## src/rtl/csi2_packet_sequencer_if.sv

```systemverilog
// Bundle of the header, payload beat and pixel-side signals that run between
// the CSI-2 byte receiver, the packet sequencer and the downstream pixel
// unpacker.
//   master : the receiver / testbench side. It drives the header fields,
//            the payload beats and err_clear, and observes every result.
//   slave  : the packet sequencer. It consumes headers and beats, and drives
//            packet_done, the pixel beats, the frame/line state and the
//            sticky error flags.
interface csi2_packet_sequencer_if;
  logic        header_valid;
  logic [1:0]  virtual_channel;
  logic [5:0]  data_type;
  logic [15:0] word_count;
  logic        image_data_enable;
  logic [31:0] image_data;
  logic        err_clear;

  logic        packet_done;
  logic        pixel_enable;
  logic [31:0] pixel_data;
  logic [3:0]  byte_mask;
  logic        frame_start;
  logic        frame_end;
  logic        line_end;
  logic        frame_active;
  logic [15:0] frame_number;
  logic [15:0] line_number;
  logic        err_sequence;
  logic        err_timeout;
  logic        err_protocol;

  modport master (
    output header_valid, virtual_channel, data_type, word_count,
           image_data_enable, image_data, err_clear,
    input  packet_done, pixel_enable, pixel_data, byte_mask, frame_start,
           frame_end, line_end, frame_active, frame_number, line_number,
           err_sequence, err_timeout, err_protocol
  );

  modport slave (
    input  header_valid, virtual_channel, data_type, word_count,
           image_data_enable, image_data, err_clear,
    output packet_done, pixel_enable, pixel_data, byte_mask, frame_start,
           frame_end, line_end, frame_active, frame_number, line_number,
           err_sequence, err_timeout, err_protocol
  );
endinterface

```

## src/rtl/csi2_packet_sequencer.sv

```systemverilog
// CSI-2 packet-level sequencer. It counts long-packet payload against the
// word count, pulses packet_done so the receiver returns to sync hunting,
// filters traffic by virtual channel, and tracks the frame and line state.
// It forwards qualified 4-byte pixel beats with byte masks, and raises
// sticky sequence, timeout and protocol error flags.
// Ports:
//   clock : receiver byte clock
//   reset : synchronous, active-high
//   bus   : csi2_packet_sequencer_if.slave. It carries the header and beat
//           inputs plus err_clear, and the packet_done, pixel, frame/line
//           and error outputs.
//
// state   | meaning
// IDLE    | waiting for a packet header
// PAYLOAD | long packet, counting payload beats, idle timer running
// DONE    | packet consumed, packet_done asserted this cycle
module csi2_packet_sequencer #(
  parameter logic [1:0]  VC_FILTER      = 2'd0,
  parameter int unsigned TIMEOUT_CYCLES = 1023
) (
  input  logic                   clock,
  input  logic                   reset,
  csi2_packet_sequencer_if.slave bus
);

  typedef enum logic [1:0] {
    IDLE    = 2'd0,
    PAYLOAD = 2'd1,
    DONE    = 2'd2
  } state_t;

  // The idle timer counts down from here; it expires on the idle cycle that
  // finds the counter at zero, which is the TIMEOUT_CYCLES-th idle cycle.
  localparam logic [15:0] IDLE_LOAD = 16'(TIMEOUT_CYCLES - 1);

  state_t      state_q, state_d;
  logic [14:0] beats_left_q;
  logic [15:0] idle_cnt_q;
  logic [3:0]  last_mask_q;
  logic        qualify_q;
  logic        line_pkt_q;

  logic        packet_done_q;
  logic        pixel_enable_q;
  logic [31:0] pixel_data_q;
  logic [3:0]  byte_mask_q;
  logic        frame_start_q;
  logic        frame_end_q;
  logic        line_end_q;
  logic        frame_active_q;
  logic [15:0] frame_number_q;
  logic [15:0] line_number_q;
  logic        err_sequence_q;
  logic        err_timeout_q;
  logic        err_protocol_q;

  logic        is_short;
  logic        vc_match;
  logic        hdr_accept;
  logic        beat;
  logic        last_beat;
  logic        timeout;
  logic        proto_err;
  logic        seq_err;
  logic [14:0] wc_beats;
  logic [3:0]  last_mask_d;

  assign is_short   = bus.data_type < 6'h10;
  assign vc_match   = bus.virtual_channel == VC_FILTER;
  assign hdr_accept = (state_q == IDLE) && bus.header_valid;
  assign beat       = (state_q == PAYLOAD) && bus.image_data_enable;
  assign last_beat  = beat && (beats_left_q == 15'd1);
  assign timeout    = (state_q == PAYLOAD) && !bus.image_data_enable &&
                      (idle_cnt_q == 16'd0);
  // A header outside IDLE and a beat outside PAYLOAD are both dropped. This
  // also covers a beat that arrives in the same IDLE cycle as a header.
  assign proto_err  = (bus.header_valid && (state_q != IDLE)) ||
                      (bus.image_data_enable && (state_q != PAYLOAD));
  assign wc_beats   = 15'((32'(bus.word_count) + 32'd3) >> 2);

  always_comb begin
    last_mask_d = 4'b1111;
    case (bus.word_count[1:0])
      2'd1:    last_mask_d = 4'b0001;
      2'd2:    last_mask_d = 4'b0011;
      2'd3:    last_mask_d = 4'b0111;
      default: last_mask_d = 4'b1111;
    endcase
  end

  always_comb begin
    seq_err = 1'b0;
    if (hdr_accept && vc_match) begin
      if (!is_short)
        seq_err = !frame_active_q;
      else if (bus.data_type == 6'h00)
        seq_err = frame_active_q;
      else if (bus.data_type == 6'h01)
        seq_err = !frame_active_q;
    end
  end

  always_ff @(posedge clock) begin
    if (reset)
      state_q <= IDLE;
    else
      state_q <= state_d;
  end

  always_comb begin
    state_d = state_q;
    case (state_q)
      IDLE:
        if (bus.header_valid)
          state_d = (is_short || (bus.word_count == 16'd0)) ? DONE : PAYLOAD;
      PAYLOAD:
        if (last_beat || timeout)
          state_d = DONE;
      DONE:
        state_d = IDLE;
      default:
        state_d = IDLE;
    endcase
  end

  always_ff @(posedge clock) begin
    if (reset) begin
      beats_left_q   <= '0;
      idle_cnt_q     <= '0;
      last_mask_q    <= '0;
      qualify_q      <= 1'b0;
      line_pkt_q     <= 1'b0;
      packet_done_q  <= 1'b0;
      pixel_enable_q <= 1'b0;
      pixel_data_q   <= '0;
      byte_mask_q    <= '0;
      frame_start_q  <= 1'b0;
      frame_end_q    <= 1'b0;
      line_end_q     <= 1'b0;
      frame_active_q <= 1'b0;
      frame_number_q <= '0;
      line_number_q  <= '0;
      err_sequence_q <= 1'b0;
      err_timeout_q  <= 1'b0;
      err_protocol_q <= 1'b0;
    end else begin
      // DONE lasts exactly one cycle, so packet_done mirrors entry into it.
      packet_done_q  <= (state_d == DONE);
      pixel_enable_q <= 1'b0;
      byte_mask_q    <= 4'b0000;
      frame_start_q  <= 1'b0;
      frame_end_q    <= 1'b0;
      line_end_q     <= 1'b0;

      if (hdr_accept) begin
        beats_left_q <= wc_beats;
        idle_cnt_q   <= IDLE_LOAD;
        last_mask_q  <= last_mask_d;
        // Qualification is frozen at the header, because the frame state
        // cannot change while the payload is in flight.
        qualify_q    <= vc_match && frame_active_q;
        line_pkt_q   <= vc_match && frame_active_q && (bus.data_type >= 6'h18);
        if (is_short && vc_match) begin
          if (bus.data_type == 6'h00) begin
            frame_start_q  <= 1'b1;
            frame_active_q <= 1'b1;
            frame_number_q <= bus.word_count;
            line_number_q  <= 16'd0;
          end else if ((bus.data_type == 6'h01) && frame_active_q) begin
            frame_end_q    <= 1'b1;
            frame_active_q <= 1'b0;
          end
        end
      end

      if (beat) begin
        beats_left_q <= beats_left_q - 15'd1;
        idle_cnt_q   <= IDLE_LOAD;
        if (qualify_q) begin
          pixel_enable_q <= 1'b1;
          pixel_data_q   <= bus.image_data;
          byte_mask_q    <= last_beat ? last_mask_q : 4'b1111;
          if (last_beat && line_pkt_q) begin
            line_end_q    <= 1'b1;
            line_number_q <= line_number_q + 16'd1;
          end
        end
      end else if (state_q == PAYLOAD) begin
        idle_cnt_q <= idle_cnt_q - 16'd1;
      end

      // A new error wins over a concurrent clear.
      err_sequence_q <= seq_err   | (err_sequence_q & ~bus.err_clear);
      err_timeout_q  <= timeout   | (err_timeout_q  & ~bus.err_clear);
      err_protocol_q <= proto_err | (err_protocol_q & ~bus.err_clear);
    end
  end

  assign bus.packet_done  = packet_done_q;
  assign bus.pixel_enable = pixel_enable_q;
  assign bus.pixel_data   = pixel_data_q;
  assign bus.byte_mask    = byte_mask_q;
  assign bus.frame_start  = frame_start_q;
  assign bus.frame_end    = frame_end_q;
  assign bus.line_end     = line_end_q;
  assign bus.frame_active = frame_active_q;
  assign bus.frame_number = frame_number_q;
  assign bus.line_number  = line_number_q;
  assign bus.err_sequence = err_sequence_q;
  assign bus.err_timeout  = err_timeout_q;
  assign bus.err_protocol = err_protocol_q;

endmodule
```

## src/flat_wrapper.sv

```systemverilog
// flat-port wrapper written by rule: the top's interface ports become plain ports
module csi2_packet_sequencer_flat 
#(
  parameter logic [1:0]  VC_FILTER      = 2'd0,
  parameter int unsigned TIMEOUT_CYCLES = 1023
)
  (clock, reset, bus_header_valid, bus_virtual_channel, bus_data_type, bus_word_count, bus_image_data_enable, bus_image_data, bus_err_clear, bus_packet_done, bus_pixel_enable, bus_pixel_data, bus_byte_mask, bus_frame_start, bus_frame_end, bus_line_end, bus_frame_active, bus_frame_number, bus_line_number, bus_err_sequence, bus_err_timeout, bus_err_protocol);
  csi2_packet_sequencer_if bus_i ();
  input  logic clock;
  input  logic reset;
  input wire logic [$bits(bus_i.header_valid)-1:0] bus_header_valid;
  input wire logic [$bits(bus_i.virtual_channel)-1:0] bus_virtual_channel;
  input wire logic [$bits(bus_i.data_type)-1:0] bus_data_type;
  input wire logic [$bits(bus_i.word_count)-1:0] bus_word_count;
  input wire logic [$bits(bus_i.image_data_enable)-1:0] bus_image_data_enable;
  input wire logic [$bits(bus_i.image_data)-1:0] bus_image_data;
  input wire logic [$bits(bus_i.err_clear)-1:0] bus_err_clear;
  output wire logic [$bits(bus_i.packet_done)-1:0] bus_packet_done;
  output wire logic [$bits(bus_i.pixel_enable)-1:0] bus_pixel_enable;
  output wire logic [$bits(bus_i.pixel_data)-1:0] bus_pixel_data;
  output wire logic [$bits(bus_i.byte_mask)-1:0] bus_byte_mask;
  output wire logic [$bits(bus_i.frame_start)-1:0] bus_frame_start;
  output wire logic [$bits(bus_i.frame_end)-1:0] bus_frame_end;
  output wire logic [$bits(bus_i.line_end)-1:0] bus_line_end;
  output wire logic [$bits(bus_i.frame_active)-1:0] bus_frame_active;
  output wire logic [$bits(bus_i.frame_number)-1:0] bus_frame_number;
  output wire logic [$bits(bus_i.line_number)-1:0] bus_line_number;
  output wire logic [$bits(bus_i.err_sequence)-1:0] bus_err_sequence;
  output wire logic [$bits(bus_i.err_timeout)-1:0] bus_err_timeout;
  output wire logic [$bits(bus_i.err_protocol)-1:0] bus_err_protocol;
  assign bus_i.header_valid = bus_header_valid;
  assign bus_i.virtual_channel = bus_virtual_channel;
  assign bus_i.data_type = bus_data_type;
  assign bus_i.word_count = bus_word_count;
  assign bus_i.image_data_enable = bus_image_data_enable;
  assign bus_i.image_data = bus_image_data;
  assign bus_i.err_clear = bus_err_clear;
  assign bus_packet_done = bus_i.packet_done;
  assign bus_pixel_enable = bus_i.pixel_enable;
  assign bus_pixel_data = bus_i.pixel_data;
  assign bus_byte_mask = bus_i.byte_mask;
  assign bus_frame_start = bus_i.frame_start;
  assign bus_frame_end = bus_i.frame_end;
  assign bus_line_end = bus_i.line_end;
  assign bus_frame_active = bus_i.frame_active;
  assign bus_frame_number = bus_i.frame_number;
  assign bus_line_number = bus_i.line_number;
  assign bus_err_sequence = bus_i.err_sequence;
  assign bus_err_timeout = bus_i.err_timeout;
  assign bus_err_protocol = bus_i.err_protocol;
  csi2_packet_sequencer #(.VC_FILTER(VC_FILTER), .TIMEOUT_CYCLES(TIMEOUT_CYCLES)) u_core (.clock(clock), .reset(reset), .bus(bus_i));
endmodule
```

## config.mk

```make
export PLATFORM = sky130hd
export DESIGN_NAME = csi2_packet_sequencer_flat
export DESIGN_NICKNAME = d
export VERILOG_FILES = /design/src/rtl/csi2_packet_sequencer_if.sv /design/src/rtl/csi2_packet_sequencer.sv /design/src/flat_wrapper.sv
export SDC_FILE = /design/constraint.sdc
export NUM_CORES = 1
export LEC_CHECK = 0
export ABC_AREA = 1
export BUFFER_PORTS_ARGS = -buffer_cell sky130_fd_sc_hd__clkbuf_2
export CORE_MARGIN = 5
export CORE_UTILIZATION = 39
export DETAILED_ROUTE_END_ITERATION = 8
export SLEW_MARGIN = 20
export SYNTH_ARGS = -nofsm -noshare
export SYNTH_HDL_FRONTEND = slang
export SYNTH_SLANG_ARGS = --single-unit
```

## constraint.sdc

```tcl
create_clock -name clock -period 2.8 [get_ports clock]
set_input_delay 0.42 -clock clock [delete_from_list [all_inputs] [get_ports clock]]
set_output_delay 0.42 -clock clock [all_outputs]
set_load 0.03 [all_outputs]
```

# == Word level (Yosys, flattened, before mapping) ==
# Index checks and enable logic that the tools add are counted.
# word_totals
wordCells,108
ff_bits,116
input_bits,61
# op_classes
n_lt_le_gt_ge,2
eq_ne,8
n_bitwise,11
n_reduce_logical,36
n_addsub,4
mux,27
# ops
op,count
$mux 16,8
$logic_not 16->1,2
$mux 15,2
$add 16x2->17 const B,1
$add 16x1->16 const B,1
$sub 16x1->16 const B,1
$eq 15x1->1 const B,1
$sub 15x1->15 const B,1
$logic_and 1x1->1,13
$pmux 4 s3,1
$mux 1,10
$mux 10,1
$reduce_bool 2->1,4
$eq 2x2->1 const B,3
$eq 6x1->1 const B,1
$ge 6x5->1 const B,1
$logic_not 6->1,1
$lt 6x5->1 const B,1
$mux 2,3
$reduce_and 3->1,2
$reduce_or 3->1,2
$not 1->1,5
$eq 2x1->1 const B,2
$logic_not 2->1,2
11 further kinds,19

# == Longest topological paths before layout ==
# Gate-level depths: netlist of run 1.
# logic_depth
word_depth,7
mapped_depth,12

# == Least setup slack after synthesis of run 1 ==
# Ideal clock, no wire load.
# synth_path
path_type,flip-flop to flip-flop
start,"register u_core.line_number_q[0], in the netlist u_core.bus.line_number[0]"
end,"register u_core.line_number_q[10], in the netlist u_core.bus.line_number[10]"
path_stages_with_launch,11
arrival_ns,1.557
setup_slack_ns,1.130
setup_ns,0.114
n_path_buf,0
path_cell_list,dfxtp_1 -> ha_1 -> nand2_1 -> inv_1 -> nand3_1 -> nor2_1 -> nand3_1 -> nor2_1 -> nand2_1 -> nand2_1 -> nor2_1
# synth_via
elab_chain_len,4
# synth_lines
element,line_no,source
from (decl),csi2_packet_sequencer.sv:52,logic [15:0] line_number_q;
from (signal assigned),csi2_packet_sequencer.sv:185,line_number_q <= line_number_q + 16'd1;
$add 16x1->16,csi2_packet_sequencer.sv:185,
$mux 16,csi2_packet_sequencer.sv:183,if (last_beat && line_pkt_q) begin
$mux 16,csi2_packet_sequencer.sv:179,if (qualify_q) begin
$mux 16,csi2_packet_sequencer.sv:176,if (beat) begin
# No other way between the ends.
# A chain may end at the register's enable or synchronous reset.

# == Worst setup path in the final report of run 1 ==
# layout_path
start,register u_core.state_q[0]
end,"register u_core.line_number_q[7], in the netlist u_core.bus.line_number[7]"
# layout_via
elab_chain_len,7
# layout_lines
element,line_no,source
from (decl),csi2_packet_sequencer.sv:36,"state_t state_q, state_d;"
from (signal assigned),csi2_packet_sequencer.sv:107,state_q <= state_d;
$eq 2x1->1,csi2_packet_sequencer.sv:71,assign beat = (state_q == PAYLOAD) && bus.image_data_enable;
$logic_and 1x1->1,csi2_packet_sequencer.sv:71,
$logic_and 1x1->1,csi2_packet_sequencer.sv:72,assign last_beat = beat && (beats_left_q == 15'd1);
$logic_and 1x1->1,csi2_packet_sequencer.sv:183,
$mux 16,csi2_packet_sequencer.sv:183,
$mux 16,csi2_packet_sequencer.sv:179,
$mux 16 (*),csi2_packet_sequencer.sv:176,
# Every way passes the cells marked *; elsewhere a longest branch is shown, timed or not.

==> run metrics, run 1 <==
outcome completed; fin crit share 0.683; Post-CTS Hold Fix Bufs 0; Nets 1047; CTS buffer count 17; final wirelength 15900 um; Setup TNS 0 ns; overall power 4.47 mW; Area Overhead vs Synth 25.8%; CP cell instances nor2_1 -> nand2_1 -> nor2_1 -> nand2_1 -> inv_2 -> nor2_1 -> o21ai_0 -> nor2_1; Iter 0 DRT Violations 427; multi-input logic area 0.00282 mm^2; initial antenna violation count 1; fill count 1471; worst path required time 3.11 ns; Hold Path Class in2reg; routed vias/inst 4.87; final hold violations 0; Synthesized Nets 911; Starting Density 0.393; Rel. slew slack 0.428; Layout Skew 0.00883 ns; Pleak 3.42 nW; first-pass GRT wire length 25900 um; Core Box Area 0.0144 mm^2; Setup WS post-layout 0.886 ns; Slew Viols, Final 0; minimum clock period 1.91 ns; YS warnings 0; TritonCTS clock tree done; maximum root-to-sink buffer count 2; Overflow after GRT 0; fraction of layout cells with a size suffix above 1 0.195; Post-DP HPWL 11500 um; io pins 138; crit path capture type flip-flop; Die Y 130 um; slowest CP cell inv_2; Clock Sinks 116; synthesized area per cell 6.70 um^2; Clock Latency Late Sink 0.42 ns; PostCTS Resize Cnt 0; die area 0.0170 mm^2; clk slew on worst S/H paths 0.06 ns; WS Path Type reg2reg; CTS H-tree lvls 4; Max Clk Rate 523 MHz; vias in the first global route 5276; cell mode on critical path nor2_1; CP startpoint kind flip-flop; worst vdd ir 425 uV; die width 130 um; Seq cells post-synth 116; Mapped Area 0.00564 mm^2; wire per inst 13.5 um; antenna cell count 0; Post-CTS Setup Inserts 0; gpl congestion 0.861; largest net degree at the start of global routing 63; worst-path maximum fanout 34; Mapped Cells 843; transition time of the tightest slew-check pin 0.857 ns; CP arrival 2.22 ns; RSZ-0062 raised after global routing no; Initial DRT Pass Iterations 7; pwr/cell area 629 mW/mm^2; DRC violations left 0; vias 5723; Core Rows 44; # setup viols final 0; clk root buf clkbuf_16; register area 0.00232 mm^2; Overall Global Routing Usage 0.191; slowest stage delay, CP 0.38 ns; synth unique cells 37; port bufs 137; post-synthesis sequential area ratio 0.411; Post-DRT Antenna Nets 0; Post-Place Setup Slack 0.812 ns; max_cap viols 0
[placed cells by master, fill, tap and decap left out, types with 7 or more instances in the layout]
cell         n
ha_1         7
nand4_1     12
clkbuf_16   17
inv_1       97
clkbuf_2   137
xor2_1       7
a21oi_1     53
o21ai_0     92
nand2_1    163
buf_4        7
nand3_1     59
nor3_1      20
nor2_1     148
dfxtp_1    116
[sequential cells by signal (all words and copies together), names as in the netlist, 2 cells and up]
name                     cells
u_core.beats_left_q         15
u_core.state_q               2
u_core.bus.frame_number     16
u_core.bus.byte_mask         4
u_core.idle_cnt_q           16
u_core.bus.pixel_data       32
u_core.bus.line_number      16
u_core.last_mask_q           4
[path summary, 6_finish.rpt]
path                                           start                   endpoint  cells past startpoint  slack (ns)
worst max-delay path               u_core.state_q[0]  u_core.bus.line_number[7]                      8        0.89
worst min-delay path              bus_image_data[13]  u_core.bus.pixel_data[13]                      3        0.22
worst max register to register     u_core.state_q[0]  u_core.bus.line_number[7]                      8        0.89
worst min register to register  u_core.idle_cnt_q[0]       u_core.idle_cnt_q[0]                      1        0.45
[per-layer routing]
layer | wire, um | track usage
met1 | 7600 | 0.260
met2 | 7040 | 0.285
met3 | 1030 | 0.0712
met4 | 195 | 0.0538
met5 | 13 | 0
[power by group]
group / switching, mW / total (mW) / internal [mW]
clock: 0.778 / 2.19 / 1.42
combinational: 0.338 / 0.518 / 0.179
sequential: 0.0470 / 1.75 / 1.71
total: 1.16 / 4.47 / 3.30
[critical path, delay by kind of cell, from the launching register on]
kind | cells | cell delay, ns
AOI/OAI and AO/OA | 1 | 0.18
buffers and inverters | 1 | 0.38
DFF | 1 | 0.32
and+or+nand+nor | 6 | 0.93
[cells by family (layout without fill, tap and decap cells)]
| family | Yosys count | after routing | synth area share |
|---|---|---|---|
| AND/OR/NAND/NOR | 424 | 424 | 0.321 |
| AO/OA/AOI/OAI | 161 | 161 | 0.149 |
| buffers and inverters | 126 | 274 | 0.0887 |
| flip-flops | 116 | 116 | 0.411 |
| XOR/XNOR | 9 | 9 | 0.0140 |
| adder cells (fa/ha/maj) | 7 | 7 | 0.0155 |
[synthesized netlist by cell type, drive strengths merged]
cell | count | area, um^2
o21bai | 1 | 7.51
o2111ai | 2 | 17.5
nor2 | 158 | 638
and2 | 1 | 6.26
nand2 | 166 | 631
xor2 | 7 | 61.3
ha | 7 | 87.6
nand3b | 2 | 15.0
o211ai | 4 | 30.0
o31ai | 1 | 7.51
and3 | 1 | 6.26
inv | 98 | 368
nor4 | 1 | 6.26
a21oi | 53 | 265
or2 | 2 | 12.5
dfxtp | 116 | 2320
nand4 | 12 | 75.1
clkbuf | 12 | 45.0
nand3 | 61 | 323
nor3 | 20 | 100
o221ai | 1 | 8.76
xnor2 | 2 | 17.5
buf | 16 | 87.6
o21ai | 93 | 465
a31oi | 3 | 18.8
o22ai | 1 | 6.26
a211oi | 2 | 15.0
[area by class of cell]
| class | instances | area share |
|---|---|---|
| clock buffer | 19 | 0.0624 |
| clock inverter | 12 | 0.0220 |
| inverter | 98 | 0.0518 |
| multi-input combinational | 601 | 0.397 |
| sequential | 116 | 0.327 |
| tap | 184 | 0.0324 |
| timing repair buffer | 145 | 0.107 |
[per-stage QoR]
step | area [um^2] | hold WS [ns] | std cells | utilization
global route | 7100 | 0.207 | 1175 | 0.494
CTS | 7100 | 0.216 | 1175 | 0.494
detailed placement | 6500 | 0.443 | 1144 | 0.452
finish | 7100 | 0.219 | 1175 | 0.494
floorplan | 5640 | 0.422 | 843 | -
global placement | 6500 | 0.441 | 1144 | 0.452
(Power assumes the default switching activity.)
==> inputs of run 2 (changes only) <==
Clock period 2.8 ns to 1.92 ns, I/O delays scaled along.
==> run 2 against run 1 <==
Effect of this change:
- non-clock buffer count rose by 12
- clock power rose by 46%
- flip-flop and latch count did not move
- utilization rose by 0.83 points
- count of clock-buffer cells in the layout did not move
- fmax rose by 8.8%
- routed wire length rose by 1.2%
- final cell count rose by 1.1%
- critical path depth rose by 2
- clock skew fell by 0.0026 ns
- critical path type unchanged
- largest cell class unchanged
==> run metrics, run 2 (same netlist as run 1, synthesis figures left out) <==
Max Clk Rate 568 MHz (was 523 MHz); RSZ-0062 raised after global routing no (unchanged); Worst R2R Start u_core.beats_left_q[0] (was u_core.state_q[0]); # setup viols final 0 (unchanged); worst vdd ir 639 uV (was 425 uV); Post-Place Cell Area 0.00661 mm^2 (was 0.00650 mm^2); outcome completed (unchanged); Overflow after GRT 0 (unchanged); crit path capture type flip-flop (unchanged); Post-DP HPWL 11800 um (was 11500 um); clk root buf clkbuf_16 (unchanged); TritonCTS clock tree done (unchanged); routed vias/inst 4.87 (about the same); Core Rows 44 (unchanged); worst setup path start u_core.beats_left_q[0] (was u_core.state_q[0]); Nets 1059 (was 1047); maximum root-to-sink buffer count 2 (unchanged); fraction of layout cells with a size suffix above 1 0.206 (was 0.195); Initial DRT Pass Iterations 7 (unchanged); Hold Path Class in2reg (unchanged); CP arrival 2.08 ns (was 2.22 ns); Iter 0 DRT Violations 364 (was 427); wire per inst 13.5 um (about the same); max reg flops 32 (unchanged); Slew Viols, Final 0 (unchanged); Pleak 3.50 nW (was 3.42 nW); Setup TNS 0 ns (unchanged); die width 130 um (unchanged); vias 5785 (was 5723); Area Overhead vs Synth 27.9% (was 25.8%); Post-DRT Antenna Nets 0 (unchanged); Post-CTS Hold Fix Bufs 0 (unchanged); critical path endpoint u_core.bus.line_number[8] (was u_core.bus.line_number[7]); fin crit share 0.916 (was 0.683); initial antenna violation count 1 (unchanged); CP startpoint kind flip-flop (unchanged); Rel. slew slack 0.699 (was 0.428); DRC violations left 0 (unchanged); first-pass GRT wire length 25700 um (was 25900 um); final instance area 0.00722 mm^2 (was 0.00710 mm^2); Cells after DPL 1155 (was 1144); Core Box Area 0.0144 mm^2 (unchanged); final hold violations 0 (unchanged); pwr/cell area 906 mW/mm^2 (was 629 mW/mm^2); gpl congestion 0.850 (was 0.861); largest net degree at the start of global routing 35 (was 63); most common cell after layout, fill and taps aside nand2_1 (unchanged); CTS H-tree lvls 4 (unchanged); overall power 6.54 mW (was 4.47 mW); max_cap viols 0 (unchanged); cell depth of the worst flop-to-flop path 10 (was 8); Die Y 130 um (unchanged); die area 0.0170 mm^2 (unchanged); Clock Sinks 116 (unchanged); worst-path maximum fanout 8 (was 34); Final Util 0.502 (was 0.494); CTS buffer count 17 (unchanged); Layout Skew 0.00625 ns (was 0.00883 ns); clk slew on worst S/H paths 0.06 ns (about the same); r2r setup slk 0.16 ns (was 0.89 ns); antenna cell count 0 (unchanged); Overall Global Routing Usage 0.191 (about the same); Clock Latency Late Sink 0.42 ns (about the same); WS Path Type reg2reg (unchanged); port bufs 137 (unchanged); Non-Filler Instances 1188 (was 1175); worst r2r dst u_core.bus.line_number[8] (was u_core.bus.line_number[7]); most frequent cells in the layout 163 x nand2_1, 148 x nor2_1, 137 x clkbuf_2, 116 x dfxtp_1, 97 x inv_1 (unchanged); transition time of the tightest slew-check pin 0.447 ns (was 0.857 ns); worst path required time 2.24 ns (was 3.11 ns); io pins 138 (unchanged); final wirelength 16100 um (was 15900 um); vias in the first global route 5320 (was 5276); Starting Density 0.393 (unchanged); minimum clock period 1.76 ns (was 1.91 ns)
-- run 2: changes by cell type in the layout (fill, tap and decap cells not counted) --
cell,change
buf_4,+10
clkinv_4,+3
buf_12,+2
clkinvlp_4,-2
inv_6,+2
bufinv_16,-1
clkbuf_1,-1
clkbuf_8,+1
clkinv_2,-1
-- run 2: per-layer routing --
layer  vias up  share of wire  track usage
met3        26          0.071       0.0639
met2       161           0.45        0.293
met1      2566           0.46        0.251
met4         2          0.020       0.0685
met5         -        0.00044            0
li1       3030              -            -
-- run 2: how the worst min path moves through the flow --
stage | startpoint | end | slack (ns) | cells past startpoint
floorplan | reset | u_core.bus.line_end | 0.37 | 1
global placement | u_core.idle_cnt_q[0] | u_core.idle_cnt_q[0] | 0.44 | 1
finish | bus_image_data[29] | u_core.bus.pixel_data[29] | 0.09 | 3
detailed placement | u_core.last_mask_q[0] | u_core.last_mask_q[0] | 0.46 | 2
CTS | bus_image_data[29] | u_core.bus.pixel_data[29] | 0.07 | 3
global route | bus_image_data[30] | u_core.bus.pixel_data[30] | 0.09 | 3
-- run 2: repair_timing --
item / 4_1_cts / 5_1_grt
buffers inserted: 0 / 1
resized for setup: 0 / 0
setup endpoints to repair: 0 / 2
-- run 2: where the power goes --
group	leakage [nW]	total (mW)	internal (mW)	switching, mW
sequential	0.942	2.56	2.49	0.0712
combinational	2.27	0.782	0.281	0.501
clock	0.291	3.20	1.99	1.20
total	3.50	6.54	4.76	1.77
-- run 2: worst max-delay path: stages, from the launching register on --
cell	delay [ns]
dfxtp_1	0.39
ha_1	0.20
inv_1	0.04
nor2_1	0.09
nand2_1	0.06
nor2_1	0.16
nand3_2	0.18
nor2_4	0.24
nand4_1	0.15
nor2_1	0.11
nor2_1	0.04
-- run 2: area by class of cell --
| class | instances | area (um^2) |
|---|---|---|
| Clock buffer | 19 | 453 |
| Clock inverter | 13 | 150 |
| Fill cell | 1492 | 7150 |
| Multi-Input combinational cell | 601 | 2820 |
| Inverter | 98 | 368 |
| Sequential cell | 116 | 2320 |
| Timing Repair Buffer | 157 | 873 |
| Tap cell | 184 | 230 |
-- run 2: through the flow --
stage	hold slack (ns)	setup slack, ns
floorplan	0.372	0.250
global placement	0.440	0.239
detailed placement	0.458	0.201
CTS	0.0723	0.182
global route	0.0869	0.0101
finish	0.0870	0.160
